`config.mk`:
```
export PLATFORM = sky130hd
export DESIGN_NAME = xy_port_allocator
export DESIGN_NICKNAME = d
export VERILOG_FILES = /design/src/rtl/xy_port_allocator.sv
export SDC_FILE = /design/constraint.sdc
export NUM_CORES = 1
export LEC_CHECK = 0
export ABC_AREA = 1
export CORE_MARGIN = 2
export CORE_UTILIZATION = 47
export DETAILED_ROUTE_END_ITERATION = 7
export GPL_TIMING_DRIVEN = 0
export PLACE_DENSITY = 0.95
export REMOVE_ABC_BUFFERS = 1
export SYNTH_ARGS = -nofsm -noshare
export SYNTH_HDL_FRONTEND = slang
export SYNTH_SLANG_ARGS = --single-unit
```
`constraint.sdc`:
```
create_clock -name clk -period 12.8 [get_ports clk]
set_input_delay 1.92 -clock clk [delete_from_list [all_inputs] [get_ports clk]]
set_output_delay 1.92 -clock clk [all_outputs]
set_load 0.03 [all_outputs]
```
`src/rtl/xy_port_allocator.sv`:
```
// Round-robin, packet-locking allocator for one mesh-router output port.
// Holds the grant from head to tail, registers one flit per cycle and tracks downstream credits.
module xy_port_allocator #(
    parameter int NREQ     = 5,
    parameter int DATAWID  = 32,
    parameter int HEAD_BIT = 31,
    parameter int TAIL_BIT = 30,
    parameter int CREDITS  = 4,
    localparam int CW      = $clog2(CREDITS + 1)
) (
    input  logic                    clk,
    input  logic                    rst,
    input  logic [NREQ-1:0]         req,
    input  logic [NREQ*DATAWID-1:0] flit_in,
    output logic [NREQ-1:0]         ready,
    input  logic                    credit_ret,
    output logic [DATAWID-1:0]      flit_out,
    output logic                    valid_out,
    output logic [NREQ-1:0]         grant,
    output logic                    busy,
    output logic [CW-1:0]           credit_cnt
);

    localparam int IW = (NREQ > 1) ? $clog2(NREQ) : 1;

    typedef enum logic {
        IDLE,
        LOCKED
    } state_t;

    state_t              state, state_next;
    logic [IW-1:0]       prio, prio_next;
    logic [IW-1:0]       owner, owner_next;
    logic [IW-1:0]       winner;
    logic                win_found;
    logic [IW-1:0]       sel;
    logic                accept;
    logic [DATAWID-1:0]  sel_flit;

    function automatic logic [IW-1:0] wrap_inc(input logic [IW-1:0] i);
        return (int'(i) == NREQ - 1) ? '0 : i + IW'(1);
    endfunction

    // Round-robin scan starting at prio; only head flits may open a packet.
    always_comb begin : scan
        int idx;
        // NOTE: every combinational output gets a default first so no path can infer a latch.
        winner    = '0;
        win_found = 1'b0;
        idx       = 0;
        for (int k = 0; k < NREQ; k++) begin
            idx = (int'(prio) + k) % NREQ;
            if (!win_found && req[idx] && flit_in[idx*DATAWID + HEAD_BIT]) begin
                win_found = 1'b1;
                winner    = IW'(idx);
            end
        end
    end

    always_comb begin
        ready = '0;
        if (!rst && credit_cnt != '0) begin
            if (state == LOCKED)
                ready[owner] = req[owner];
            else if (win_found)
                ready[winner] = 1'b1;
        end
    end

    assign sel      = (state == LOCKED) ? owner : winner;
    assign accept   = |(req & ready);
    assign sel_flit = flit_in[int'(sel)*DATAWID +: DATAWID];

    always_comb begin
        state_next = state;
        prio_next  = prio;
        owner_next = owner;
        if (accept) begin
            case (state)
                IDLE: begin
                    if (sel_flit[TAIL_BIT]) begin
                        prio_next = wrap_inc(winner);
                    end else begin
                        state_next = LOCKED;
                        owner_next = winner;
                    end
                end
                LOCKED: begin
                    if (sel_flit[TAIL_BIT]) begin
                        state_next = IDLE;
                        prio_next  = wrap_inc(owner);
                    end
                end
                default: state_next = IDLE;
            endcase
        end
    end

    // NOTE: sequential state uses non-blocking assignments so every register samples pre-edge values.
    always_ff @(posedge clk) begin
        if (rst) begin
            state <= IDLE;
            prio  <= '0;
            owner <= '0;
            grant <= '0;
            busy  <= 1'b0;
        end else begin
            state <= state_next;
            prio  <= prio_next;
            owner <= owner_next;
            grant <= (state_next == LOCKED) ? ({{(NREQ-1){1'b0}}, 1'b1} << owner_next) : '0;
            busy  <= (state_next == LOCKED);
        end
    end

    always_ff @(posedge clk) begin
        if (rst) begin
            flit_out   <= '0;
            valid_out  <= 1'b0;
            credit_cnt <= CW'(CREDITS);
        end else begin
            valid_out <= accept;
            if (accept)
                flit_out <= sel_flit;
            // A simultaneous accept and return cancel out; returns saturate at CREDITS.
            if (accept && !credit_ret)
                credit_cnt <= credit_cnt - CW'(1);
            else if (!accept && credit_ret && credit_cnt != CW'(CREDITS))
                credit_cnt <= credit_cnt + CW'(1);
        end
    end

endmodule
```
Yosys cells after proc, flatten, opt, wreduce, memory -nomap -nowiden
Index checks and enable logic that the tools add are counted.

cells by class
  muxes and demuxes = 62
  div/mod/pow operators = 5
  $add $sub $neg = 13
  shifts and indexed selects = 2
  equality and inequality tests = 5
  bitwise logic cells = 4
  order comparisons = 14
  reduce and logical (&&, ||, !) cells = 27

operators with widths
  cell                   count
  $add 32x6->32 const B  5
  $lt 32x10->1 const B   5
  $lt 32x5->1 const B    5
  $shiftx 160x9->32      1
  $mod 32x4->32 const B  4
  $mux 3                 15
  $bmux 1 s8             5
  $mod 4x4->32 const B   1
  $mux 1                 30
  $bmux 1 s3             6
  $logic_and 1x1->1      15
  $mux 5                 3
  $and 5x5->5            2
  $add 3x1->3 const B    3
  $add 3x2->4 const B    2
  $lt 3x4->1 const B     2
  $logic_not 1->1        7
  $demux 1 s3            2
  $eq 3x3->1 const B     2
  $ge 3x1->1 const B     2
  $pmux 3 s2             1
  $reduce_or 5->1        1
  $shl 1x3->5 const A    1
  $add 3x1->4 const B    1
  10 further kinds       11

storage, ports and cells
  output and inout port bits = 47
  register bits after elaboration = 48
  logic and storage cells = 139

Depth between registers and ports, before layout
  depth in word-level cells = 37
  depth in mapped cells = 40

Worst setup path after synthesis
Ideal clock, no wire load.

  path kind = register to output
  start point = register prio[0]
  end point = output port ready[1]
  required time = 10.880 ns
  buffers on the path = 1
  slack = 7.156 ns
  stages on the path, launching flop included = 29
  arrival time = 3.724 ns
  path through = dfxtp_1 buf_6 inv_2 ha_1 inv_1 ha_1 inv_1 ha_1 nor2_1 nand2_1 nand2_2 xor2_1 ha_1 nand2_1 nand2_1 nand2_2 nand2_1 nand2_2 nor3_4 inv_2 nand2_2 nand2_1 nand2_1 nand2_1 nand2_2 nand3_1 nand2_1 nand3_2 inv_1

on the way
  cells in the longest elaborated chain, start to end = 30
  elaborated cells on any way between the ends = 75
  classes of those cells = 9 x add/sub; 5 x div; 2 x order compare; 45 x mux; 14 x reduce/logical

ends and longest elaborated chain
  item                                                                    line  source
  start: declaration                                                      32    logic [IW-1:0] prio, prio_next;
  start signal: assignment                                                109   prio <= prio_next;
  parallel branches: the longest is 27 deep, another holds $mod 32x4->32  n/a
  $mux 5 *                                                                65    else if (win_found)
  $mux 5 *                                                                63    if (state == LOCKED)
  $mux 5 *                                                                62    if (!rst && credit_cnt != '0) begin
  end: declaration                                                        15    output logic [NREQ-1:0] ready,

Every way passes the cells marked *. The select of a mux whose other input is x is not followed.

Worst setup path in the final report
Same ends and word-level chain as after synthesis.

==> run_results.csv <==
group,metric,value,unit
setup_path,worstRegToRegCells,29,
clocking,holdBufCountCts,0,
clocking,cts-htree-levels,2,
drt,routed.top_layer,"met4",
timing,finalSetupViolations,0,
clocking,cts_made_buffers,5,
timing,rsz0062_at_grt,"no",
setup_path,startpoint,"prio[0]",
floorplan,start_util,48.6,%
floorplan,die_h,105,µm
drt,drt_iter0_drc,456,
setup_path,path_class,"flip-flop to output port",
setup_path,start_kind,"flip-flop",
layout,post-route-util,71.7,%
layout,stdcell_count,1105,
drt,route.met2.wl,8510,µm
clocking,clock-root-buffer,"clkbuf_8",
global_route,antenna_found_initial,1,
synth,synth-simple-area-share,38.7,%
floorplan,die-area,0.0110,mm²
setup_path,cp-end-kind,"output port",
synth,synthCells,791,
timing,fin_setup_tns,0,ns
drt,ant_nets,0,
timing,fin_crit,7.39,ns
placement,port-buffer-count,214,
run_status,outcome,"finished, final reports clean",
drt,vias,6280,
global_route,track_usage,30.7,%
global_route,grt_pass1_vias,5812,
synth,synth_top_family_by_area,"simple AND/OR/NAND/NOR gates",
setup_path,r2r_slack,6.14,ns
setup_path,cp.required,10.88,ns
timing,fmax,0.135,GHz
drt,drt_pre_antenna_iters,6,
setup_path,crit_end,"ready[1]",
global_route,grt.overflow.total,0,
timing,tightestPinTransition,1.10,ns
drt,via_per_inst,5.68,
timing,period_share,57.7,%
clocking,postCtsSetupBuffers,0,
clocking,tritoncts,"yes",
layout,layout.nets,1162,
setup_path,rr_startpoint,"prio[0]",
clocking,cts.sinks,48,
synth,netlist_area,0.00480,mm²
layout,layout_commonest_cell,"clkdlybuf4s50_1",
timing,drv_slew,0,
placement,gp_congestion,0.948,
drt,met3RoutedLength,1570,µm
synth,ys_ff_latch,48,
floorplan,coreArea,0.00986,mm²
clocking,clkTransAtPathRegs,0.10,ns
layout,layout-drive-gt1-share,8.34,%
layout,fillCellCount,782,
layout,ff_latch_area,961,µm²
run,maxCapViolations,0,
global_route,grt_max_degree,91,
drt,wl_met1,6740,µm
layout,area_growth,47.4,%
drt,drc_errors,0,
layout,multiInputGateArea,0.00336,mm²
timing,finClkSkew,0.00678,ns
placement,dp_hpwl,12600,µm
drt,wl,17400,µm
setup_path,crit_fanout,17,
synth,yosysUniqueCellTypes,41,
floorplan,io_pins,215,
min_path,hp-class,"flip-flop to flip-flop",
synth,synth_fa_ha_area_share,6.41,%
clocking,ctsResizeCount,0,
clocking,cts_max_path_buffers,2,
clocking,clk_latency,0.31,ns
setup_path,crit_arrival,5.47,ns
layout,most-common-layout-cells,"214 x clkdlybuf4s50_1, 160 x nand2_1, 110 x o21ai_0, 84 x nor2_1, 63 x inv_1",
synth,muxShareOfSynthArea,0,%
timing,hold_viol_final,0,
synth,synth_xor_area_share,0.913,%
synth,syn_area_per_cell,6.07,µm²
placement,place_inst,1096,
floorplan,die_w,105,µm
timing,max-slew-margin-rel,26.7,%
synth,yosysSeqAreaShare,20.0,%
synth,synth_warnings,0,
synth,synth_compound_area_share,23.4,%
drt,wl_per_cell,15.8,µm
synth,ys_async_sr_fraction,0,%
timing,hold_ws,0.474,ns
synth,synth_flop_cell,"dfxtp_1",
synth,synth-edff-count,0,
global_route,grt_pass1_wl,27800,µm
setup_path,timing.rr.end,"flit_out[31]",
floorplan,placementRows,36,
[cell usage after synthesis, types with 3 or more instances]
master / instances / area [µm²]
nand4_1: 40 / 250
nand2_2: 30 / 188
nand3_1: 52 / 260
ha_1: 23 / 288
nand3_2: 6 / 60.1
inv_2: 14 / 52.6
a31oi_1: 25 / 156
inv_1: 63 / 236
o22ai_1: 33 / 206
dfxtp_1: 48 / 961
a21oi_1: 23 / 115
nor2_1: 84 / 315
nand2_4: 3 / 33.8
o21ai_1: 4 / 20.0
nor2_4: 3 / 33.8
buf_6: 3 / 33.8
clkbuf_1: 26 / 97.6
nor2_2: 5 / 31.3
xor2_1: 4 / 35.0
o21ai_2: 3 / 26.3
nand2_1: 160 / 601
buf_2: 9 / 45.0
o21ai_0: 110 / 551
buf_4: 3 / 22.5
[state kept, by name (all words and copies together), names as in the netlist]
register	count
grant	5
valid_out	1
state	1
flit_out	32
owner	3
prio	3
credit_cnt	3
[critical path, stage by stage (launching register included)]
cell and delay (ns):
dfxtp_1 0.82, inv_2 0.28, ha_1 0.51, inv_2 0.13
ha_1 0.22, nor2_1 0.12, nand2_1 0.11, nand2_2 0.11
xor2_1 0.25, ha_1 0.24, nand2_1 0.06, nand2_1 0.12
nand2_2 0.09, nand2_1 0.12, nand2_2 0.11, nor3_4 0.26
inv_2 0.05, nand2_2 0.12, nand2_1 0.08, nand2_1 0.07
nand2_1 0.10, nand2_2 0.11, nand3_1 0.11, nand2_1 0.10
nand3_2 0.11, inv_1 0.08, clkdlybuf4s50_1 0.66
[cell type report]
cell class | count | area share, %
Inverter | 79 | 4.23
Tap cell | 133 | 2.35
Antenna cell | 1 | 0.0354
Multi-Input combinational cell | 621 | 47.5
Clock buffer | 6 | 1.17
Clock inverter | 2 | 0.549
Timing Repair Buffer | 215 | 30.6
Sequential cell | 48 | 13.6
[through the flow]
step	instance area, µm²	worst slack [ns]
after detailed placement	6930	5.83
after floorplan	4590	7.07
after CTS	7060	5.49
after global routing	7070	4.85
after global placement	6900	5.91
final	7070	5.41
[routing by layer]
layer  vias to the layer above  global-route usage [%]
met5                         -                       0
met4                         0                    13.0
met3                        51                    6.61
met2                       338                    53.2
met1                      2844                    36.3
li1                       3047                       -
[how the worst min path moves through the flow]
stage / slack [ns] / endpoint / cells past startpoint / startpoint
2_1_floorplan: 0.58 / flit_out[30] / 2 / flit_out[30]
3_3_place_gp: 0.45 / flit_out[30] / 2 / flit_out[30]
3_5_place_dp: 0.45 / flit_out[30] / 2 / flit_out[30]
4_1_cts: 0.48 / flit_out[30] / 2 / flit_out[30]
5_1_grt: 0.50 / flit_out[30] / 2 / flit_out[30]
6_report: 0.47 / flit_out[30] / 2 / flit_out[30]
[cell families after synthesis]
logic type | after synthesis
AND/OR/NAND/NOR | 389
AO/OA/AOI/OAI | 203
buffers and inverters | 122
flip-flops | 48
adder cells (fa/ha/maj) | 24
XOR/XNOR | 5
Power is not shown: default switching activity piles up to over one toggle a cycle in this logic, so the estimate is an artifact.
